<file path="config.mk">
export PLATFORM = sky130hd
export DESIGN_NAME = load_use_scoreboard
export DESIGN_NICKNAME = d
export VERILOG_FILES = /design/src/rtl/cpu_hazard_pkg.sv /design/src/rtl/sb_reg_counter.sv /design/src/rtl/load_use_scoreboard.sv
export SDC_FILE = /design/constraint.sdc
export NUM_CORES = 1
export LEC_CHECK = 0
export BUFFER_PORTS_ARGS = -buffer_cell sky130_fd_sc_hd__buf_2
export CORE_MARGIN = 2
export CORE_UTILIZATION = 55
export CTS_BUF_LIST = sky130_fd_sc_hd__clkbuf_8
export CTS_CLUSTER_DIAMETER = 120
export DETAILED_ROUTE_END_ITERATION = 12
export GPL_ROUTABILITY_DRIVEN = 1
export PLACE_DENSITY = 0.86
export SYNTH_ARGS = -nofsm -noshare
export SYNTH_HDL_FRONTEND = slang
export SYNTH_HIERARCHICAL = 1
export SYNTH_SLANG_ARGS = --single-unit
</file>
<file path="constraint.sdc">
create_clock -name clk -period 5.1 [get_ports clk]
set_clock_uncertainty 0.2 [all_clocks]
set_input_delay 0.255 -clock clk [delete_from_list [all_inputs] [get_ports clk]]
set_output_delay 0.255 -clock clk [all_outputs]
set_load 0.01 [all_outputs]
</file>
<file path="src/rtl/cpu_hazard_pkg.sv">
// Shared types and helpers for the decode-stage hazard logic of the 4-stage CPU.
// Holds the register-file geometry, the scoreboard FSM states and a saturating add.
package cpu_hazard_pkg;

  localparam int NREG  = 16;
  localparam int REG_W = 4;

  typedef enum logic {
    RUN   = 1'b0,
    DRAIN = 1'b1
  } sb_state_t;

  // Increments v without passing max. Callers cast to and from their own width.
  function automatic logic [7:0] sat_inc(input logic [7:0] v, input logic [7:0] max);
    return (v >= max) ? max : v + 8'd1;
  endfunction

endpackage

</file>
<file path="src/rtl/sb_reg_counter.sv">
// Count of outstanding loads targeting one architectural register.
// inc and dec in the same cycle cancel; clr wins over both.
module sb_reg_counter
  import cpu_hazard_pkg::*;
#(
  parameter int CNT_W = 2
) (
  input  logic clk,
  input  logic inc,
  input  logic dec,
  input  logic clr,
  output logic nonzero,
  output logic full,
  output logic underflow
);

  localparam logic [CNT_W-1:0] CNT_MAX = {CNT_W{1'b1}};

  logic [CNT_W-1:0] cnt_q;

  always_ff @(posedge clk) begin
    if (clr) begin
      cnt_q <= '0;
    end else if (inc && !dec) begin
      cnt_q <= CNT_W'(sat_inc(8'(cnt_q), 8'(CNT_MAX)));
    end else if (dec && !inc && cnt_q != '0) begin
      cnt_q <= cnt_q - CNT_W'(1);
    end
  end

  assign nonzero   = (cnt_q != '0);
  assign full      = (cnt_q == CNT_MAX);
  assign underflow = dec && (cnt_q == '0);

endmodule

</file>
<file path="src/rtl/load_use_scoreboard.sv">
// Load-use interlock: tracks destinations of in-flight loads and stalls decode on
// any read of a pending register, plus flush drain, underflow flag and stall stats.
module load_use_scoreboard
  import cpu_hazard_pkg::*;
#(
  parameter int NREG_P    = NREG,
  parameter int CNT_W     = 2,
  parameter int DRAIN_CYC = 3,
  parameter int STAT_W    = 16
) (
  input  logic              clk,
  input  logic              rst,
  input  logic              iss_valid,
  input  logic              iss_is_load,
  input  logic [3:0]        iss_dest,
  input  logic [3:0]        iss_ra,
  input  logic [3:0]        iss_rb,
  input  logic              iss_ra_used,
  input  logic              iss_rb_used,
  input  logic              ld_done,
  input  logic [3:0]        ld_done_dest,
  input  logic              flush,
  output logic              stall,
  output logic [NREG_P-1:0] pend_mask,
  output logic              err_underflow,
  output logic [STAT_W-1:0] stall_cycles,
  output logic              dbg_state
);

  localparam int DW = (DRAIN_CYC > 1) ? $clog2(DRAIN_CYC) : 1;
  localparam logic [DW-1:0] DRAIN_LOAD = DW'(DRAIN_CYC - 1);

  sb_state_t   state_q, state_d;
  logic [DW-1:0] drain_q, drain_d;
  logic        accept;
  logic [NREG_P-1:0] inc_vec, dec_vec, nonzero_vec, full_vec, underflow_vec;

  // State register.
  always_ff @(posedge clk) begin
    if (rst) begin
      state_q <= RUN;
      drain_q <= '0;
    end else begin
      state_q <= state_d;
      drain_q <= drain_d;
    end
  end

  // Next state: a flush (re)loads the drain counter from any state.
  always_comb begin
    state_d = state_q;
    drain_d = drain_q;
    if (flush) begin
      state_d = DRAIN;
      drain_d = DRAIN_LOAD;
    end else if (state_q == DRAIN) begin
      if (drain_q == '0) begin
        state_d = RUN;
      end else begin
        drain_d = drain_q - DW'(1);
      end
    end
  end

  // Handshake: iss_valid is the valid, !stall is the ready; an instruction is
  // taken on an edge with iss_valid=1, stall=0, state RUN and no flush.
  always_comb begin
    stall  = 1'b0;
    accept = 1'b0;
    if (rst) begin
      stall = 1'b0;
    end else if (state_q == DRAIN) begin
      stall = 1'b1;
    end else begin
      stall = iss_valid && ((iss_ra_used && nonzero_vec[iss_ra]) ||
                            (iss_rb_used && nonzero_vec[iss_rb]) ||
                            (iss_is_load && full_vec[iss_dest]));
      accept = iss_valid && !stall && !flush;
    end
  end

  // Returns during DRAIN belong to squashed loads and are dropped silently.
  always_comb begin
    inc_vec = '0;
    dec_vec = '0;
    if (accept && iss_is_load) inc_vec[iss_dest] = 1'b1;
    if (ld_done && state_q == RUN && !flush) dec_vec[ld_done_dest] = 1'b1;
  end

  for (genvar r = 0; r < NREG_P; r++) begin : g_cnt
    sb_reg_counter #(.CNT_W(CNT_W)) u_cnt (
      .clk       (clk),
      .inc       (inc_vec[r]),
      .dec       (dec_vec[r]),
      .clr       (rst || flush),
      .nonzero   (nonzero_vec[r]),
      .full      (full_vec[r]),
      .underflow (underflow_vec[r])
    );
  end

  always_ff @(posedge clk) begin
    if (rst) begin
      err_underflow <= 1'b0;
      stall_cycles  <= '0;
    end else begin
      if (|underflow_vec) err_underflow <= 1'b1;
      if (stall && stall_cycles != '1) stall_cycles <= stall_cycles + STAT_W'(1);
    end
  end

  assign pend_mask = nonzero_vec;
  assign dbg_state = (state_q == DRAIN);

endmodule

</file>
* Word-level counts from Yosys, hierarchy flattened
Cells that the tools add are included.
** Operators by class
- Equal/unequal tests :: 18
- Reduce and logical (&&, ||, !) cells :: 167
- Muxes and demuxes :: 70
- Add/subtract/negate cells :: 34
- $lt $le $gt $ge :: 22
- Bitwise gates (word level) :: 2
** Operators by type and width (number)
- $mux 2 :: 51
- $logic_and 1x1->1 :: 76
- $reduce_bool 2->1 :: 33
- $logic_not 1->1 :: 34
- $logic_not 2->1 :: 17
- $sub 2x1->2 const B :: 17
- $add 2x1->2 const B :: 16
- $eq 2x2->1 const B :: 16
- $ge 2x2->1 const B :: 16
- $mux 16 :: 2
- $lt 4x5->1 const B :: 4
- $add 16x1->16 const B :: 1
- $ne 16x16->1 const B :: 1
- $reduce_or 16->1 :: 1
- $bmux 1 s4 :: 3
- $mux 1 :: 12
- $demux 1 s4 :: 2
- $ge 4x1->1 const B :: 2
- $reduce_and 2->1 :: 2
- $logic_or 1x1->1 :: 3
- $ne 2x2->1 const B :: 1
- $not 1->1 :: 2
- $reduce_or 2->1 :: 1
** Word-level totals
- Bits of input ports :: 24
- Bits in registers :: 52
- Logic and storage cells :: 334

* Logic depth before layout (Yosys ltp)
- Depth in word-level cells :: 19
- Gate-level depth with buffers :: 14

* Hierarchy
The synthesis kept the hierarchy.
** Modules (own cells, without submodules)
- sb_reg_counter :: instances 16, area an instance 190.2 um2, seq. area each 40.0 um2, cells each 23
- load_use_scoreboard :: instances 1, area an instance 1860.5 um2, seq. area each 400.4 um2, cells each 237

* Least setup slack after synthesis
OpenSTA, ideal clock, no wires.
- Path kind :: register -> register
- From :: reg g_cnt[15].u_cnt.cnt_q[0]
- To :: reg g_cnt[2].u_cnt.cnt_q[1]
- Library setup time :: 103 ps
- Arrival time :: 2860 ps
- Stages on the path, launching flop included :: 14
- Setup slack :: 1937 ps
- Required time :: 4797 ps
- Path through :: dfxtp_1 -> inv_1 -> ha_1 -> inv_1 -> mux4_2 -> o2111ai_1 -> nand2_2 -> nor4_4 -> nand3b_1 -> nor3_1 -> buf_6 -> nor3b_1 -> a21o_1 -> a2111oi_2
** On the way
- Word-level cells in the longest chain between the ends :: 18
** RTL lines
- start: declaration :: line sb_reg_counter.sv:19 : logic [CNT_W-1:0] cnt_q;
- start signal: assignment :: line sb_reg_counter.sv:25 : cnt_q <= CNT_W'(sat_inc(8'(cnt_q), 8'(CNT_MAX)));
- start signal: assignment :: line sb_reg_counter.sv:27 : cnt_q <= cnt_q - CNT_W'(1);
- $reduce_bool 2->1 (*) :: line sb_reg_counter.sv:31 : assign nonzero = (cnt_q != '0);
- via pend_mask[15] :: line load_use_scoreboard.sv:24 : output logic [NREG_P-1:0] pend_mask,
- $bmux 1 s4, on equally long branches :: line load_use_scoreboard.sv:75, load_use_scoreboard.sv:76
- $mux 1, on equally long branches :: line load_use_scoreboard.sv:75, load_use_scoreboard.sv:76
- $logic_and 1x1->1, on equally long branches :: line load_use_scoreboard.sv:75, load_use_scoreboard.sv:76
- $logic_or 1x1->1 (*) :: line load_use_scoreboard.sv:75 : stall = iss_valid && ((iss_ra_used && nonzero_vec[iss_ra]) ||
- $logic_or 1x1->1 (*) :: line load_use_scoreboard.sv:76 : (iss_rb_used && nonzero_vec[iss_rb]) ||
- $logic_and 1x1->1 (*) :: line load_use_scoreboard.sv:75
- [... 3 more ...]
- $mux 1 (*) :: line load_use_scoreboard.sv:72 : end else if (state_q == DRAIN) begin
- $mux 1 (*) :: line load_use_scoreboard.sv:70 : if (rst) begin
- $logic_and 1x1->1 (*) :: line load_use_scoreboard.sv:86 : if (accept && iss_is_load) inc_vec[iss_dest] = 1'b1;
- $mux 16 (*) :: line load_use_scoreboard.sv:86
- via inc_vec[2] :: line load_use_scoreboard.sv:36 : logic [NREG_P-1:0] inc_vec, dec_vec, nonzero_vec, full_vec, underflow_vec;
- $logic_not 1->1 :: line sb_reg_counter.sv:26 : end else if (dec && !inc && cnt_q != '0) begin
- $logic_and 1x1->1 (2 in series) :: line sb_reg_counter.sv:26
- $reduce_bool 2->1 (no source line)
- end signal: assignment :: line sb_reg_counter.sv:25
- end signal: assignment :: line sb_reg_counter.sv:27
- end: declaration :: line sb_reg_counter.sv:19
Mark *: on every way through the listed nets, which the timed path passes. The rest lies on a longest branch. The select of a mux whose other input is x is not followed.
A chain may end at the register's enable or synchronous reset.

* Worst setup path in the final report
- From :: reg g_cnt[14].u_cnt.cnt_q[0]
- To :: reg g_cnt[1].u_cnt.cnt_q[1]
** On the way
- Word-level cells in the longest chain between the ends :: 18
** RTL lines
- start: declaration :: line sb_reg_counter.sv:19
- start signal: assignment :: line sb_reg_counter.sv:25
- start signal: assignment :: line sb_reg_counter.sv:27
- $reduce_bool 2->1 :: line sb_reg_counter.sv:31
- $bmux 1 s4, on equally long branches :: line load_use_scoreboard.sv:75, load_use_scoreboard.sv:76
- $mux 1, on equally long branches :: line load_use_scoreboard.sv:75, load_use_scoreboard.sv:76
- $logic_and 1x1->1, on equally long branches :: line load_use_scoreboard.sv:75, load_use_scoreboard.sv:76
- $logic_or 1x1->1 :: line load_use_scoreboard.sv:75
- $logic_or 1x1->1 (*) :: line load_use_scoreboard.sv:76
- $logic_and 1x1->1 (*) :: line load_use_scoreboard.sv:75
- $logic_not 1->1 (*) :: line load_use_scoreboard.sv:78 : accept = iss_valid && !stall && !flush;
- $logic_and 1x1->1 (*) (2 in series) :: line load_use_scoreboard.sv:78
- $mux 1 (*) :: line load_use_scoreboard.sv:72
- $mux 1 (*) :: line load_use_scoreboard.sv:70
- $logic_and 1x1->1 (*) :: line load_use_scoreboard.sv:86
- $mux 16 (*) :: line load_use_scoreboard.sv:86
- via inc_vec[1] :: line load_use_scoreboard.sv:36
- $logic_not 1->1 :: line sb_reg_counter.sv:26
- $logic_and 1x1->1 (2 in series) :: line sb_reg_counter.sv:26
- $reduce_bool 2->1 (no source line)
- end signal: assignment :: line sb_reg_counter.sv:25
- end signal: assignment :: line sb_reg_counter.sv:27
- end: declaration :: line sb_reg_counter.sv:19
Marked as above.

==> flow_metrics.env <==
export IMPL_postPlaceCellArea_mm2=0.005087
export IMPL_postRouteAntennaNets=0
export IMPL_cp_arrival_ns=4.09
export IMPL_switching_share=0.2922
export IMPL_postSynthAreaPerCell_um2=8.105
export IMPL_synth_edf_count=0
export IMPL_num_vias=4550
export IMPL_clock_latency_ns=0.32
export IMPL_initial_core_util=0.5650
export IMPL_cp_end_kind="flop"
export IMPL_die_x_um=98.42
export IMPL_cp_start_kind="flop"
export IMPL_path_class="flop to flop"
export IMPL_gr_usage_met2=0.4296
export IMPL_areaGrowthSynthToFinish_pct=5.716
export IMPL_utilization=0.5973
export IMPL_nFillCells=796
export IMPL_p_sw_uw=223.5
export IMPL_crit_top_cell="inv_1"
export IMPL_cpMaxStageDelayCell="nor3_1"
export IMPL_timing_fmax_mhz=245.5
export IMPL_setup_slack_ns=1.027
export IMPL_cts_buffers_inserted=5
export IMPL_clockBufferDepth=2
export IMPL_ir_drop_v=0.00009646
export IMPL_syn_num_nets=678
export IMPL_drive_gt1_frac=0.1615
export IMPL_wire_per_inst_um=16.26
export IMPL_n_antenna_cell=0
export IMPL_netlist_area_mm2=0.004903
export IMPL_dieArea_mm2=0.009687
export IMPL_grt_overflow=0
export IMPL_p_comb_frac=0.118
export IMPL_min_path_type="input port to flop"
export IMPL_rsz0062_at_grt="false"
export IMPL_multi_input_area_mm2=0.003422
export IMPL_min_period_over_period=0.7987
export IMPL_synth_warnings=6
export IMPL_grt_busiest_layer="met2"
export IMPL_antenna_found_initial=0
export IMPL_cts_root_buf="clkbuf_8"
export IMPL_p_total_uw=764.7
export IMPL_drc_errors=0
export IMPL_async_reset_ff_frac=0
export IMPL_ctsResizeCount=0
export IMPL_synth_distinct_cells=53
export IMPL_ys_seq_elements=52
export IMPL_finalMaxSlewViolations=0
export IMPL_io_buffers=58
export IMPL_r2r_end="g_cnt[1].u_cnt/cnt_q[1]$_SDFFE_PP0P_"
export IMPL_place_congestion=0.9549
export IMPL_hp_start="flush"
export IMPL_io_pins=59
export IMPL_grt_pass1_vias=4355
export IMPL_first_pass_iters=5
export IMPL_relSlewSlack=0.3835
export IMPL_clock_sinks=52
export IMPL_r2r_setup_slack_ns=1.03
export IMPL_cts_tree="built"
export IMPL_grtUsageMet1=0.3210
export IMPL_finalCriticalPeriod_ns=4.073
export IMPL_worst_pin_slew_ns=0.9247
export IMPL_required_ns=5.12
export IMPL_cts_hold_buf=0
export IMPL_dp_cells=744
export IMPL_grt_max_degree=35
export IMPL_power_density_mw_per_mm2=147.5
export IMPL_synth_top_cell_by_area="dfxtp_1"
export IMPL_drv_cap=0
export IMPL_die_y_um=98.42
export IMPL_clk_pin_slew_worst_paths_ns=0.11
export IMPL_pwr_share_clk=0.341
export IMPL_grtUsageMet3=0.04468
export IMPL_r2r_start="g_cnt[14].u_cnt/cnt_q[0]$_SDFFE_PP0P_"
export IMPL_synth_top_area_share=0.2123
export IMPL_cp_max_fo=8
export IMPL_synthFlopType="dfxtp_1"
export IMPL_h_tree_depth=2
export IMPL_place_hpwl_um=9304
export IMPL_final_area_mm2=0.005184
export IMPL_track_usage=0.2527
export IMPL_pwr_share_seq=0.541
export IMPL_place_ws_ns=1.212
export IMPL_min_path_cells=3
export IMPL_status="completed"
export IMPL_drt_iter0_markers=326
export IMPL_setup_viol=0
export IMPL_fin_cells=752
export IMPL_ff_latch_area_mm2=0.001041
export IMPL_fin_nets=716
export IMPL_cts_setup_buffers=0
export IMPL_fin_hold_ws_ns=0.05155
export IMPL_finalHoldViolCount=0
export IMPL_leakage_nw=2.384
export IMPL_core_mm2=0.008678
export IMPL_path_cells="inv_1 -> ha_1 -> inv_1 -> mux4_2 -> o2111ai_1 -> nand2_2 -> nor4_4 -> nand3b_1 -> nor3_1 -> nor3b_1 -> a21o_1 -> a2111oi_2"
export IMPL_grt_pass1_wl_um=20290
export IMPL_wirelength_um=12220
export IMPL_seq_area_frac_synth=0.2123
export IMPL_rows=34
export IMPL_internal_power_uw=541.2
export IMPL_setup_tns_ns=0
export IMPL_rr_worst_depth=12
export IMPL_routed_via_density=6.051
export IMPL_syn_instance_count=605
export IMPL_slowest_delay_ns=0.65
export IMPL_synthTopCellsByArea="dfxtp_1 (21%), ha_1 (13%), nor2_1 (5.4%)"
export IMPL_min_to="dbg_state$_SDFF_PP0_"
## cells in the mapped netlist, types with 3 or more instances
| cell | instances |
|---|---|
| and2_1 | 17 |
| nor2b_1 | 11 |
| nand3_1 | 13 |
| ha_1 | 49 |
| or2_1 | 16 |
| o21ai_1 | 21 |
| a22oi_1 | 3 |
| mux2_1 | 3 |
| nand2_1 | 29 |
| nand2b_1 | 15 |
| mux2_4 | 4 |
| o21a_1 | 16 |
| dfxtp_1 | 52 |
| mux4_2 | 4 |
| clkbuf_1 | 5 |
| a2111oi_2 | 16 |
| nand3b_1 | 3 |
| and3_1 | 8 |
| nor3_1 | 27 |
| a21oi_1 | 46 |
| mux2i_1 | 20 |
| a211o_1 | 16 |
| a21oi_2 | 4 |
| nor4_1 | 4 |
| nor3b_1 | 16 |
| buf_4 | 3 |
| buf_6 | 17 |
| nor2_1 | 71 |
| a21o_1 | 16 |
| inv_1 | 53 |
## power by group through the flow
stage               sequential [mW]  clock, mW  combinational, mW
finish                        0.413      0.261             0.0906
global route                  0.414      0.280             0.0974
CTS                           0.413      0.264             0.0888
detailed placement            0.423          0             0.0879
global placement              0.422          0             0.0862
floorplan                     0.423          0             0.0574
## area by class of cell
cell class | instances | share of cell area
Clock inverter | 3 | 0.005310
Multi-Input combinational cell | 473 | 0.6601
Clock buffer | 5 | 0.01328
Tap cell | 108 | 0.02607
Inverter | 53 | 0.03838
Sequential cell | 52 | 0.2008
Timing Repair Buffer | 58 | 0.05600
## worst max-delay path by stage
stage | startpoint | to | slack, ns
floorplan | g_cnt[15].u_cnt/cnt_q[0]$_SDFFE_PP0P_ | g_cnt[2].u_cnt/cnt_q[1]$_SDFFE_PP0P_ | 1.94
global placement | g_cnt[14].u_cnt/cnt_q[0]$_SDFFE_PP0P_ | g_cnt[1].u_cnt/cnt_q[1]$_SDFFE_PP0P_ | 1.33
detailed placement | g_cnt[14].u_cnt/cnt_q[1]$_SDFFE_PP0P_ | g_cnt[0].u_cnt/cnt_q[1]$_SDFFE_PP0P_ | 1.21
CTS | g_cnt[14].u_cnt/cnt_q[0]$_SDFFE_PP0P_ | g_cnt[0].u_cnt/cnt_q[1]$_SDFFE_PP0P_ | 1.16
global route | g_cnt[14].u_cnt/cnt_q[1]$_SDFFE_PP0P_ | g_cnt[1].u_cnt/cnt_q[1]$_SDFFE_PP0P_ | 0.88
finish | g_cnt[14].u_cnt/cnt_q[0]$_SDFFE_PP0P_ | g_cnt[1].u_cnt/cnt_q[1]$_SDFFE_PP0P_ | 1.03
## metal layers
layer / part of all wire / routed length (um) / vias to the layer above
li1: - / - / 2200
met1: 0.42 / 5125 / 2137
met2: 0.47 / 5784 / 175
met3: 0.077 / 939 / 38
met4: 0.031 / 374 / 0
met5: 0 / 0 / -
## critical path: cells and delay by family (launching register included)
family,cells,cell delay (ns)
adders and majority gates,1,0.26
AOI/OAI and AO/OA,3,0.82
and+or+nand+nor,5,1.56
DFF,1,0.38
muxes,1,0.49
buffers and inverters,2,0.26
## cells in the final DEF, fill, tap and decap left out, drive strengths merged, types with 4 or more instances in the layout
cell type and instances:
inv 54, nor2b 11, or2 17, nor3 27
and3 8, buf 58, nor3b 16, and2 17
mux2 9, o21ai 23, nand2 30, mux4 4
dfxtp 52, a2111oi 17, ha 49, clkbuf 5
a21oi 50, nor2 71, a21o 16, nand3 13
a211o 16, mux2i 20, nor4 5, o21a 16
nand2b 15
## flip-flops by register name (all words and copies together) (netlist names)
register / flops
drain_q: 2
g_cnt.u_cnt/cnt_q: 32
stall_cycles: 16
dbg_state: 1
err_underflow: 1
## cells by family (layout without fill, tap and decap cells)
family	Yosys count	after routing	synth area share
compound gates	153	153	0.2381
fa+ha+maj	49	49	0.1250
buf+inv	80	119	0.08982
flops	52	52	0.2123
mux	33	33	0.08293
simple gates	238	238	0.2519
(Power assumes the default switching activity.)
